===== src/rtl/asynch_fifo_pkg.sv =====
// ============================================================================
// Module      : asynch_fifo_pkg
// Description : Shared types and helpers for the asynchronous FIFO controllers.
//               Includes Gray/binary conversion and the read-side FWFT state
//               encoding.
// Revision    : 1.0 - initial release
// ============================================================================
`default_nettype none

package asynch_fifo_pkg;

    localparam int c_RD_FSM_W = 2;

    typedef enum logic [c_RD_FSM_W-1:0] {
        ST_IDLE  = 2'd0,
        ST_FETCH = 2'd1,
        ST_VALID = 2'd2
    } rd_state_t;

    // Pointers carry one extra wrap bit above the RAM address.
    function automatic int PTR_W(input int addr_w);
        return addr_w + 1;
    endfunction

    function automatic logic [31:0] bin2gray(input logic [31:0] bin);
        return bin ^ (bin >> 1);
    endfunction

    function automatic logic [31:0] gray2bin(input logic [31:0] gray);
        logic [31:0] bin;
        bin[31] = gray[31];
        for (int i = 30; i >= 0; i--) begin
            bin[i] = bin[i+1] ^ gray[i];
        end
        return bin;
    endfunction

endpackage

`default_nettype wire


===== src/rtl/asynch_fifo_rd_ctrl_if.sv =====
// ============================================================================
// Module      : asynch_fifo_rd_ctrl_if
// Description : Read-domain bus of the asynchronous FIFO. The master side is
//               the read controller; the slave side is the consumer/RAM.
//               rvalid exists only when ASYNCH_FIFO_RD_FWFT_EN is defined.
// Revision    : 1.0 - initial release
// ============================================================================
`default_nettype none

interface asynch_fifo_rd_ctrl_if
    import asynch_fifo_pkg::*;
#(
    parameter int ADDR_W = 3
);
    localparam int c_PTR_W = PTR_W(ADDR_W);

    logic               rinc;
    logic [c_PTR_W-1:0] rq2_gray_wptr;
    logic [ADDR_W-1:0]  raddr;
    logic               rmem_en;
    logic [c_PTR_W-1:0] gray_rd_ptr;
    logic               rempty;
    logic               raempty;
    logic [c_PTR_W-1:0] rcount;
    logic               runderflow;

`ifdef ASYNCH_FIFO_RD_FWFT_EN
    logic               rvalid;

    modport master (
        input  rinc, rq2_gray_wptr,
        output raddr, rmem_en, gray_rd_ptr, rempty, raempty, rcount,
               runderflow, rvalid
    );

    modport slave (
        output rinc, rq2_gray_wptr,
        input  raddr, rmem_en, gray_rd_ptr, rempty, raempty, rcount,
               runderflow, rvalid
    );
`else
    modport master (
        input  rinc, rq2_gray_wptr,
        output raddr, rmem_en, gray_rd_ptr, rempty, raempty, rcount,
               runderflow
    );

    modport slave (
        output rinc, rq2_gray_wptr,
        input  raddr, rmem_en, gray_rd_ptr, rempty, raempty, rcount,
               runderflow
    );
`endif

endinterface

`default_nettype wire


===== src/rtl/asynch_fifo_gray2bin.sv =====
// ============================================================================
// Module      : asynch_fifo_gray2bin
// Description : Combinational Gray-to-binary converter (XOR prefix from MSB).
//               Shared by the read- and write-side controllers.
// Revision    : 1.0 - initial release
// ============================================================================
`default_nettype none

module asynch_fifo_gray2bin #(
    parameter int WIDTH = 4
) (
    input  wire logic [WIDTH-1:0] i_gray,
    output logic      [WIDTH-1:0] o_bin
);

    // Each binary bit is the parity of all Gray bits at or above it.
    generate
        for (genvar i = 0; i < WIDTH; i++) begin : g_bit
            assign o_bin[i] = ^i_gray[WIDTH-1:i];
        end
    endgenerate

endmodule

`default_nettype wire


===== src/rtl/asynch_fifo_rd_ctrl.sv =====
// ============================================================================
// Module      : asynch_fifo_rd_ctrl
// Description : Read-domain controller of the asynchronous FIFO: read
//               pointers, RAM read port control, empty/almost-empty flags,
//               fill count and sticky underflow. Defining
//               ASYNCH_FIFO_RD_FWFT_EN selects first-word-fall-through mode.
// Revision    : 1.0 - initial release
// ============================================================================
`default_nettype none

module asynch_fifo_rd_ctrl
    import asynch_fifo_pkg::*;
#(
    parameter int ADDR_W    = 3,
    parameter int AE_THRESH = 1
) (
    input  wire                   rclk,
    input  wire                   rrst,
    asynch_fifo_rd_ctrl_if.master bus
);

    localparam int                 c_PTR_W = PTR_W(ADDR_W);
    localparam logic [c_PTR_W-1:0] c_AE    = c_PTR_W'(AE_THRESH);

    logic [c_PTR_W-1:0] r_bin;
    logic [c_PTR_W-1:0] r_gray;
    logic [c_PTR_W-1:0] r_count;
    logic               r_empty_int;
    logic               r_aempty;
    logic               r_underflow;

    logic [c_PTR_W-1:0] w_wbin;
    logic [c_PTR_W-1:0] w_rnext;
    logic [c_PTR_W-1:0] w_rgnext;
    logic [c_PTR_W-1:0] w_count;
    logic               w_pop;
    logic               w_uf_evt;

    asynch_fifo_gray2bin #(
        .WIDTH (c_PTR_W)
    ) u_wptr_g2b (
        .i_gray (bus.rq2_gray_wptr),
        .o_bin  (w_wbin)
    );

    assign w_rnext  = r_bin + {{(c_PTR_W-1){1'b0}}, w_pop};
    assign w_rgnext = w_rnext ^ (w_rnext >> 1);
    assign w_count  = w_wbin - w_rnext;

`ifdef ASYNCH_FIFO_RD_FWFT_EN
    rd_state_t r_state;
    logic      r_valid;
    logic      w_fetch;

    // Prefetch whenever the output holding slot is free or being consumed.
    assign w_fetch  = ~r_empty_int & (~r_valid | bus.rinc);
    assign w_pop    = w_fetch;
    assign w_uf_evt = bus.rinc & ~r_valid;

    always_ff @(posedge rclk) begin
        if (rrst) begin
            r_state <= ST_IDLE;
            r_valid <= 1'b0;
        end else begin
            r_valid <= w_fetch | (r_valid & ~bus.rinc);
            case (r_state)
                ST_IDLE: begin
                    if (w_fetch) begin
                        r_state <= ST_FETCH;
                    end
                end
                ST_FETCH, ST_VALID: begin
                    if (bus.rinc) begin
                        r_state <= w_fetch ? ST_FETCH : ST_IDLE;
                    end else begin
                        r_state <= ST_VALID;
                    end
                end
                default: r_state <= ST_IDLE;
            endcase
        end
    end

    assign bus.rempty = ~r_valid;
    assign bus.rvalid = r_valid;
`else
    assign w_pop      = bus.rinc & ~r_empty_int;
    assign w_uf_evt   = bus.rinc & r_empty_int;
    assign bus.rempty = r_empty_int;
`endif

    // Flags and count use the look-ahead pointer so a pop and a
    // synchronised write-pointer change in the same cycle both land.
    always_ff @(posedge rclk) begin
        if (rrst) begin
            r_bin       <= '0;
            r_gray      <= '0;
            r_count     <= '0;
            r_empty_int <= 1'b1;
            r_aempty    <= 1'b1;
            r_underflow <= 1'b0;
        end else begin
            r_bin       <= w_rnext;
            r_gray      <= w_rgnext;
            r_count     <= w_count;
            r_empty_int <= (w_rgnext == bus.rq2_gray_wptr);
            r_aempty    <= (w_count <= c_AE);
            r_underflow <= r_underflow | w_uf_evt;
        end
    end

    assign bus.raddr       = r_bin[ADDR_W-1:0];
    assign bus.rmem_en     = w_pop;
    assign bus.gray_rd_ptr = r_gray;
    assign bus.rcount      = r_count;
    assign bus.raempty     = r_aempty;
    assign bus.runderflow  = r_underflow;

endmodule

`default_nettype wire


===== src/flat_wrapper.sv =====
// flat-port wrapper written by rule: the top's interface ports become plain ports
module asynch_fifo_rd_ctrl_flat import asynch_fifo_pkg::*;
#(
    parameter int ADDR_W    = 3,
    parameter int AE_THRESH = 1
)
  (rclk, rrst, bus_rinc, bus_rq2_gray_wptr, bus_raddr, bus_rmem_en, bus_gray_rd_ptr, bus_rempty, bus_raempty, bus_rcount, bus_runderflow);
  asynch_fifo_rd_ctrl_if #(.ADDR_W(ADDR_W)) bus_i ();
  input  wire rclk;
  input  wire rrst;
  input wire logic [$bits(bus_i.rinc)-1:0] bus_rinc;
  input wire logic [$bits(bus_i.rq2_gray_wptr)-1:0] bus_rq2_gray_wptr;
  output wire logic [$bits(bus_i.raddr)-1:0] bus_raddr;
  output wire logic [$bits(bus_i.rmem_en)-1:0] bus_rmem_en;
  output wire logic [$bits(bus_i.gray_rd_ptr)-1:0] bus_gray_rd_ptr;
  output wire logic [$bits(bus_i.rempty)-1:0] bus_rempty;
  output wire logic [$bits(bus_i.raempty)-1:0] bus_raempty;
  output wire logic [$bits(bus_i.rcount)-1:0] bus_rcount;
  output wire logic [$bits(bus_i.runderflow)-1:0] bus_runderflow;
  assign bus_i.rinc = bus_rinc;
  assign bus_i.rq2_gray_wptr = bus_rq2_gray_wptr;
  assign bus_raddr = bus_i.raddr;
  assign bus_rmem_en = bus_i.rmem_en;
  assign bus_gray_rd_ptr = bus_i.gray_rd_ptr;
  assign bus_rempty = bus_i.rempty;
  assign bus_raempty = bus_i.raempty;
  assign bus_rcount = bus_i.rcount;
  assign bus_runderflow = bus_i.runderflow;
  asynch_fifo_rd_ctrl #(.ADDR_W(ADDR_W), .AE_THRESH(AE_THRESH)) u_core (.rclk(rclk), .rrst(rrst), .bus(bus_i));
endmodule

===== config.mk =====
export PLATFORM = sky130hd
export DESIGN_NAME = asynch_fifo_rd_ctrl_flat
export DESIGN_NICKNAME = d
export VERILOG_FILES = /design/src/rtl/asynch_fifo_pkg.sv /design/src/rtl/asynch_fifo_rd_ctrl_if.sv /design/src/rtl/asynch_fifo_gray2bin.sv /design/src/rtl/asynch_fifo_rd_ctrl.sv /design/src/flat_wrapper.sv
export SDC_FILE = /design/constraint.sdc
export NUM_CORES = 1
export LEC_CHECK = 0
export CORE_UTILIZATION = 44
export CTS_CLUSTER_DIAMETER = 200
export DETAILED_ROUTE_END_ITERATION = 16
export PLACE_DENSITY = 0.86
export SYNTH_ARGS = -nofsm -noshare
export SYNTH_HDL_FRONTEND = slang
export SYNTH_SLANG_ARGS = --single-unit

===== constraint.sdc =====
create_clock -name rclk -period 2.5 [get_ports rclk]
set_input_delay 0.25 -clock rclk [delete_from_list [all_inputs] [get_ports rclk]]
set_output_delay 0.25 -clock rclk [all_outputs]
set_load 0.005 [all_outputs]

==> flow_metrics.env <==
export IMPL_fin_nets=119
export IMPL_dr_pass1_iters=4
export IMPL_vias_per_cell=5.16
export IMPL_cts_buffer_depth=2
export IMPL_async_reset_ff_frac=0
export IMPL_hold_start="u_core.bus.runderflow"
export IMPL_cts_setup_buffers=0
export IMPL_setup_violations=0
export IMPL_cp_arrival_ns=2.47
export IMPL_power_total_uw=600
export IMPL_holdBufCountCts=0
export IMPL_io_buffers=21
export IMPL_hold_slack_ns=0.492
export IMPL_leakagePower_uw=0.000427
export IMPL_syn_area_per_cell_um2=9.84
export IMPL_wl_per_cell_um=12.0
export IMPL_multi_input_area_um2=418
export IMPL_start_util=0.478
export IMPL_post_route_period_util=0.918
export IMPL_setup_slack_ns=0.206
export IMPL_placed_area_um2=1010
export IMPL_reg2regPathDepth=10
export IMPL_min_path_type="register to register"
export IMPL_syn_nets=85
export IMPL_globalplace_congestion=0.747
export IMPL_fillers=123
export IMPL_drive_gt1_frac=0.196
export IMPL_post_route_drc_count=0
export IMPL_grt_antenna_before_repair=0
export IMPL_ioPinCount=22
export IMPL_ys_ff_latch=14
export IMPL_grt_pass1_vias=610
export IMPL_preCtsSetupSlack_ns=-0.198
export IMPL_final_common_cell="clkdlybuf4s50_1"
export IMPL_worst_pin_slew_ns=0.489
export IMPL_cap_violations=0
export IMPL_crit_start="bus_rq2_gray_wptr[2]"
export IMPL_cp_slowest_cell="clkdlybuf4s50_1"
export IMPL_grt_first_pass_wirelength_um=2550
export IMPL_ctsResizeCount=0
export IMPL_clock_sinks=14
export IMPL_antenna_left=0
export IMPL_cts_buffers=3
export IMPL_register_area_um2=280
export IMPL_worst_clock_skew_ns=0.000927
export IMPL_die_h_um=42.7
export IMPL_power_density_nw_per_um2=573
export IMPL_final_cell_mix="clkdlybuf4s50_1, dfxtp_1, buf_4, nor2_1, xnor2_1"
export IMPL_irDropWorstVdd_v=0.000483
export IMPL_max_freq_mhz=436
export IMPL_slew_headroom=0.672
export IMPL_path_class="primary input to register"
export IMPL_clkTransAtPathRegs_ns=0.09
export IMPL_synth_ff_type="dfxtp_1"
export IMPL_diodes=0
export IMPL_num_vias=635
export IMPL_grt_overflow=0
export IMPL_hold_viol_final=0
export IMPL_die_w_um=42.7
export IMPL_min_to="u_core.bus.runderflow"
export IMPL_globalRouteTotalUtil=0.197
export IMPL_yosysSeqAreaShare=0.385
export IMPL_period_minus_slack_ns=2.29
export IMPL_synth_cells=74
export IMPL_insertion_delay_ns=0.29
export IMPL_critPathCaptureType="register"
export IMPL_synth_distinct_cells=24
export IMPL_fin_cells=123
export IMPL_rows=14
export IMPL_rsz0062_at_grt="false"
export IMPL_required_ns=2.68
export IMPL_cp_cell_sequence="clkdlybuf4s50_1 -> xnor2_2 -> xor2_1 -> xor2_1 -> ha_1 -> inv_1 -> ha_1 -> o21bai_1 -> a21oi_1 -> a211oi_1 -> nor4_2 -> a211oi_2"
export IMPL_start_kind="primary input"
export IMPL_drt_iter0_drc=9
export IMPL_cts_root_buf="clkbuf_4"
export IMPL_critPathMaxStageDelay_ns=0.46
export IMPL_die_area_um2=1820
export IMPL_final_area_um2=1050
export IMPL_htreeDepth=1
export IMPL_ys_warn_count=0
export IMPL_r2r_start="u_core.bus.rempty"
export IMPL_synth_edf_count=0
export IMPL_dp_cells=119
export IMPL_area_delta_synth_final_pct=43.8
export IMPL_grt_start_max_net_pins=13
export IMPL_outcome="finished clean"
export IMPL_whs_path_depth=2
export IMPL_rrSetupSlack_ns=0.40
export IMPL_dpl_hpwl_um=1110
export IMPL_syn_cell_area_um2=728
export IMPL_placeableCoreArea_um2=1520
export IMPL_wirelength_um=1470
export IMPL_r2r_end="u_core.bus.raempty"
export IMPL_drv_slew=0
export IMPL_tritoncts="built"
export IMPL_worstPathMaxFanout=2
-- state kept, by name, summed over array words and instances, names as in the netlist --
signal / cells
u_core.r_bin: 3
u_core.bus.rcount: 4
u_core.bus.rempty: 1
u_core.bus.raempty: 1
u_core.bus.gray_rd_ptr: 4
u_core.bus.runderflow: 1
-- critical path: cells and delay by family --
kind	cells	cell delay, ns
xor+xnor	3	0.67
compound gates	4	0.45
fa+ha+maj	2	0.37
simple gates	1	0.22
buf+inv	2	0.51
-- layout make-up --
type | count | share of cell area
Timing Repair Buffer | 31 | 0.272
Multi-Input combinational cell | 56 | 0.399
Sequential cell | 14 | 0.268
Clock buffer | 4 | 0.0346
Inverter | 2 | 0.00717
Tap cell | 16 | 0.0191
-- through the flow --
stage / utilization / TNS (ns)
final: 0.687 / 0
after global routing: 0.687 / 0
after CTS: 0.687 / 0
after detailed placement: 0.663 / -0.300
after global placement: 0.663 / -0.100
after floorplan: - / 0
-- cell families (layout without fill, tap and decap cells) --
logic type	count (synthesis)	in the layout	synth area share
compound gates	12	12	0.119
flops	14	14	0.385
fa+ha+maj	4	4	0.0687
xor+xnor	15	15	0.201
simple gates	24	24	0.167
buf+inv	4	37	0.0412
mux	1	1	0.0189
-- worst max path at each step --
| stage | to | slack (ns) | cells past startpoint |
|---|---|---|---|
| after floorplan | u_core.bus.raempty | 0.24 | 11 |
| after global placement | u_core.bus.raempty | -0.09 | 12 |
| after detailed placement | u_core.bus.raempty | -0.20 | 12 |
| after CTS | u_core.bus.raempty | 0.10 | 12 |
| after global routing | u_core.bus.raempty | 0.003 | 12 |
| final | u_core.bus.raempty | 0.21 | 12 |
-- cell usage after synthesis (2+ instances only) --
master    count  area share
a211oi_1      3       0.031
a211oi_2      2       0.034
a21oi_1       4       0.027
buf_6         2       0.031
dfxtp_1      14        0.38
ha_1          4       0.069
inv_1         2       0.010
nand2_1       4       0.021
nor2_1        9       0.046
nor2b_1       4       0.034
nor3_1        2       0.014
xnor2_1       8       0.096
xor2_1        5       0.060
-- where the power goes --
group,internal [uW],switching (uW)
combinational,105,71.4
clock,88.9,81.9
sequential,245,7.57
-- per-layer routing --
metal | up-vias | global-route usage | part of all wire
li1 | 316 | - | -
met1 | 296 | 0.221 | 0.46
met2 | 18 | 0.315 | 0.45
met3 | 5 | 0.0511 | 0.048
met4 | 0 | 0.150 | 0.039
met5 | - | 0 | 0
Power figures use the tool's default switching activity.
